File: config.mk
export PLATFORM = sky130hd
export DESIGN_NAME = settings_bus_initiator
export DESIGN_NICKNAME = d
export VERILOG_FILES = /design/src/rtl/settings_bus_initiator.sv
export SDC_FILE = /design/constraint.sdc
export NUM_CORES = 1
export LEC_CHECK = 0
export ABC_CLOCK_PERIOD_IN_PS = 7050
export BUFFER_PORTS_ARGS = -buffer_cell sky130_fd_sc_hd__buf_2
export CORE_MARGIN = 3
export CORE_UTILIZATION = 60
export DETAILED_ROUTE_END_ITERATION = 10
export GPL_ROUTABILITY_DRIVEN = 0
export GPL_TIMING_DRIVEN = 0
export PLACE_DENSITY = 0.82
export SLEW_MARGIN = 15
export SYNTH_ARGS = -nofsm -noshare
export SYNTH_HDL_FRONTEND = slang
export SYNTH_SLANG_ARGS = --single-unit
File: constraint.sdc
create_clock -name clk -period 7.05 [get_ports clk]
set_input_delay 0.3525 -clock clk [delete_from_list [all_inputs] [get_ports clk]]
set_output_delay 0.3525 -clock clk [all_outputs]
set_load 0.02 [all_outputs]
File: src/rtl/settings_bus_initiator.sv
// settings_bus_initiator
// Queues settings-register write commands in a small FIFO and issues them on
// a settings bus as single-cycle write strobes, in acceptance order, with an
// optional minimum idle spacing between strobes.
//
// Parameters
//   DEPTH_LOG2 : FIFO depth is 2**DEPTH_LOG2 commands (must be >= 1)
//   GAP        : minimum idle cycles between consecutive set_stb pulses (0..255)
//
// Ports
//   clk        : single clock, all logic on the rising edge
//   rst_n      : synchronous active-low reset
//   clear      : synchronous flush of queued commands and pending gap
//   in_valid   : command present on in_addr/in_data
//   in_ready   : command can be accepted this cycle
//   in_addr    : command register address (8 bits)
//   in_data    : command write data (32 bits)
//   set_stb    : settings bus write strobe, one cycle per command
//   set_addr   : settings bus address, holds last issued value
//   set_data   : settings bus data, holds last issued value
//   count      : commands currently queued (0..DEPTH)
//   busy       : queue non-empty, strobe active, or gap hold active
//   fsm_state  : debug view of the issue FSM (0 IDLE, 1 ISSUE, 2 HOLD)
//
// Handshake: a command transfers on a rising edge where in_valid && in_ready.
// in_ready is combinational (not in reset, not clearing, FIFO not full) and
// never depends on in_valid; the source may hold in_valid until accepted.
module settings_bus_initiator #(
  parameter int DEPTH_LOG2 = 2,
  parameter int GAP        = 0
) (
  input  logic                  clk,
  input  logic                  rst_n,
  input  logic                  clear,
  input  logic                  in_valid,
  output logic                  in_ready,
  input  logic [7:0]            in_addr,
  input  logic [31:0]           in_data,
  output logic                  set_stb,
  output logic [7:0]            set_addr,
  output logic [31:0]           set_data,
  output logic [DEPTH_LOG2:0]   count,
  output logic                  busy,
  output logic [1:0]            fsm_state
);

  localparam int DEPTH = 1 << DEPTH_LOG2;

  localparam logic [1:0] IDLE  = 2'd0;
  localparam logic [1:0] ISSUE = 2'd1;
  localparam logic [1:0] HOLD  = 2'd2;

  logic [39:0]         mem [DEPTH];
  logic [DEPTH_LOG2:0] wr_ptr;
  logic [DEPTH_LOG2:0] rd_ptr;
  logic [1:0]          state;
  logic [7:0]          gap_cnt;
  logic                empty;
  logic                full;
  logic                push;
  logic                pop;

  // Extra pointer bit separates full (MSBs differ) from empty (all equal).
  assign empty = (wr_ptr == rd_ptr);
  assign full  = (wr_ptr[DEPTH_LOG2] != rd_ptr[DEPTH_LOG2]) &&
                 (wr_ptr[DEPTH_LOG2-1:0] == rd_ptr[DEPTH_LOG2-1:0]);
  assign count = wr_ptr - rd_ptr;

  assign in_ready  = rst_n && !clear && !full;
  assign push      = in_valid && in_ready;
  assign busy      = !empty || set_stb || (state == HOLD);
  assign fsm_state = state;

  // A pop loads the output registers, so it is exactly the next-cycle strobe.
  // With GAP=0 ISSUE keeps popping to give one command per clock.
  always_comb begin
    pop = 1'b0;
    if (rst_n && !clear && !empty) begin
      if (state == IDLE) begin
        pop = 1'b1;
      end else if ((state == ISSUE) && (GAP == 0)) begin
        pop = 1'b1;
      end
    end
  end

  // Storage has no reset; only entries between the pointers are ever read.
  always_ff @(posedge clk) begin
    if (push) begin
      mem[wr_ptr[DEPTH_LOG2-1:0]] <= {in_addr, in_data};
    end
  end

  always_ff @(posedge clk) begin
    if (!rst_n) begin
      wr_ptr   <= '0;
      rd_ptr   <= '0;
      state    <= IDLE;
      gap_cnt  <= 8'd0;
      set_stb  <= 1'b0;
      set_addr <= 8'd0;
      set_data <= 32'd0;
    end else if (clear) begin
      // Flush wins over any push or pop; the bus values are left as they were.
      wr_ptr  <= '0;
      rd_ptr  <= '0;
      state   <= IDLE;
      gap_cnt <= 8'd0;
      set_stb <= 1'b0;
    end else begin
      if (push) begin
        wr_ptr <= wr_ptr + 1'b1;
      end
      if (pop) begin
        rd_ptr   <= rd_ptr + 1'b1;
        set_addr <= mem[rd_ptr[DEPTH_LOG2-1:0]][39:32];
        set_data <= mem[rd_ptr[DEPTH_LOG2-1:0]][31:0];
      end
      set_stb <= pop;

      case (state)
        IDLE: begin
          if (pop) begin
            state <= ISSUE;
          end
        end
        ISSUE: begin
          if (GAP == 0) begin
            state <= pop ? ISSUE : IDLE;
          end else begin
            gap_cnt <= 8'(GAP);
            state   <= HOLD;
          end
        end
        HOLD: begin
          // The strobe cycle after HOLD comes from IDLE, which itself is a
          // low cycle, so HOLD is left when the count is about to reach 1.
          gap_cnt <= gap_cnt - 8'd1;
          if (gap_cnt <= 8'd2) begin
            state <= IDLE;
          end
        end
        default: begin
          state <= IDLE;
        end
      endcase
    end
  end

endmodule

==> results by group <==
Outcome
  • Outcome: complete, no violations

Timing
  • Final Hold Viols: 0
  • Final max-slew violation count: 0
  • Slew HR: 61.8%
  • Final setup viols: 0
  • Final worst path period need: roughly 2.7 ns
  • RSZ-0062 raised after global routing: no
  • Fmax: approximately 0.37 GHz
  • Period Utilization, post-route: between 30 and 40%
  • Fin Clk Skew: roughly 0.0048 ns
  • Actual slew at the worst max-slew pin: between 0.5 and 0.6 ns
  • Setup TNS: 0 ns

Worst setup path
  • Crit start category: flip-flop
  • CP endpoint kind: flip-flop
  • Crit path buffers/inverters: 3
  • Worst Path Arrival: 2.91 ns
  • CP max-delay cell: and3_2
  • CP top delay family: simple AND/OR/NAND/NOR gates
  • Crit-path cells: clkbuf_1 -> inv_1 -> ha_1 -> and2_1 -> a21boi_2 -> and3_2 -> buf_12
  • CP max FO: 22
  • Max incr delay on CP: a little over 0.6 ns
  • Setup CP Type: reg -> reg
  • Required time at the worst-slack endpoint: just over 7 ns

Layout
  • Post-route insts no fill: 661
  • Share of cells above drive strength 1: about two fifths
  • Filler cells: 727
  • Multi-input gate area: 1610 sq um
  • Register area: around 5800 sq um
  • Most common cell after layout, fill and taps aside: edfxtp_1
  • Most frequent cells in the layout: 160 x edfxtp_1, 103 x buf_2, 48 x dfxtp_1
  • Layout area overhead: 19.6%
  • Post-layout net count: 530

Floorplan
  • Die area: approximately 14000 sq um
  • Io pins: just over 90
  • Initial Util: 61.9%
  • Chip height: ~120 um
  • Placeable Area: between 10000 and 15000 sq um
  • FP Rows: 40
  • Die Wd: between 100 and 150 um

Clock network
  • Hold_buf cts: 0
  • Num CTS Buffers: 20
  • Skew-Pair Late Insertion Delay: about 0.47 ns
  • Clock sink count: between 200 and 250
  • Max Buffers Root-to-Sink: 3
  • CTS clk-pin slew, worst paths: 0.06 ns
  • CTS tree: yes
  • Cts repair resizes: 0
  • H-tree levels: 1
  • Setup repair bufs after CTS: 0
  • Root Buffer: clkbuf_16

Detailed routing
  • DR vias/cell: approximately 5.8
  • Vias post-DR: ~3800
  • Final ANT Viol Nets: 0
  • Drt drc: 0
  • Iter 0 DRT Violations: 315
  • Average wire per cell in the routed design: roughly 20 um
  • Initial DRT Pass Iterations: 4
  • Aggregate routed wire length: between 10000 and 15000 um

Logic synthesis
  • Fraction of registers with async set/reset: 0%
  • Synth area leaders: edfxtp_1 64%, dfxtp_1 13%, mux4_2 11%, a22o_1 4.7%, ha_1 1.2%
  • Net Count, Synth: 414
  • Mapped Cells: around 360
  • Seq cells post-synth: about 210
  • Mapped Area: roughly 7500 sq um
  • Post-synth EDFFs: 160
  • Syn Area/Cell: 20.8 sq um
  • Dominant synthesized flop cell: edfxtp_1
  • Post-synthesis cell type with the largest combined area: edfxtp_1
  • Register area share after synthesis: about three quarters
  • Ys Warns: 0
  • Unique cell type count in the Yosys netlist: 29
  • Area share of the largest cell type after synthesis: 63.8%

Worst hold path
  • Hold Path Class: in -> reg

Power
  • Peak VDD IR: 0.228 mV
  • Leak pwr: roughly 3.3 nW
  • Pwr per Cell Area: roughly 300 nW/um^2
  • Total chip power: approximately 2.6 mW

Global routing
  • All-Layer GR Usage: about a fifth
  • Largest net degree at the start of global routing: 29
  • Initial antenna violation count: 2
  • Total congestion overflow: 0
  • First-pass GRT wire length: ~22000 um
  • Vias in the first global route: around 3900

Placement
  • DP HPWL: 8640 um
  • Placed insts: between 600 and 700
  • IO Port Bufs: 90

Flow run
  • Max_cap viols: 0
cell families (layout without fill, tap and decap cells):
family                     count (synthesis)  after routing  share of synthesized area, %
adders and majority gates                  8              8                          1.43
and+or+nand+nor                           24             24                          1.65
other                                      1              2                        0.0498
xor gates and xnor gates                   2              2                         0.233
AOI/OAI and AO/OA                         50             50                          5.52
muxes                                     43             43                          12.5
DFF                                      208            208                          76.6
buffers and inverters                     26            156                          2.06
path summary, 6_finish.rpt:
path / startpoint / end / slack, ns / cells after the start
max: rd_ptr[1]$_SDFFE_PP0P_ / mem[2][0]$_DFFE_PP_ / 4.32 / 7
min: in_data[2] / mem[3][2]$_DFFE_PP_ / 0.09 / 1
max reg2reg: rd_ptr[1]$_SDFFE_PP0P_ / mem[2][0]$_DFFE_PP_ / 4.32 / 7
min reg2reg: set_data[29]$_SDFFE_PN0P_ / set_data[29]$_SDFFE_PN0P_ / 0.47 / 1
registers in the layout, indices dropped and copies added, names as in the netlist:
name and cells:
set_stb 1, fsm_state 1, rd_ptr 3, mem 160
wr_ptr 3, set_data 32, set_addr 8
layout make-up:
cell class / instances / area share [%]
antenna: 1 / 0.0278
buffer: 21 / 1.51
clock buffer: 27 / 6.53
clock inverter: 9 / 1.58
inverter: 5 / 0.208
multi-input combinational: 128 / 17.9
sequential: 208 / 64.0
tap: 168 / 2.33
timing repair buffer: 94 / 5.89
metrics by stage:
step           worst slack (ns)  hold slack, ns  instance area, sq um  utilization, %
2_1_floorplan              4.35           0.451                  7530               -
3_3_place_gp               3.37           0.456                  8190            67.3
3_5_place_dp               4.33           0.459                  8270            68.0
4_1_cts                    4.32          0.0722                  9000            74.0
5_1_grt                    4.21          0.0764                  9010            74.1
6_report                   4.32          0.0893                  9010            74.1
per-layer routing:
layer  wire length (um)  vias to the layer above  part of all wire, %  track usage (%)
li1                   -                     1711                    -                -
met1               5320                     1927                   39             25.9
met2               6950                      127                   51             33.6
met3                873                       34                  6.5             4.76
met4                354                        2                  2.6             6.45
met5                 13                        -                0.096                0
Yosys cell counts, drive strengths merged (3+ instances only):
library cell  count
nand2             9
o21a              3
mux2i             3
buf              19
mux4             40
inv               5
dfxtp            48
o21ai             3
a22o             40
or3               4
edfxtp          160
ha                7
and3              4
power by group:
| part | switching [mW] | total (mW) | internal, mW |
|---|---|---|---|
| clock | 0.417 | 1.15 | 0.730 |
| combinational | 0.0830 | 0.144 | 0.0613 |
| sequential | 0.0116 | 1.36 | 1.34 |
No activity file was read; power rests on OpenSTA's default activity.
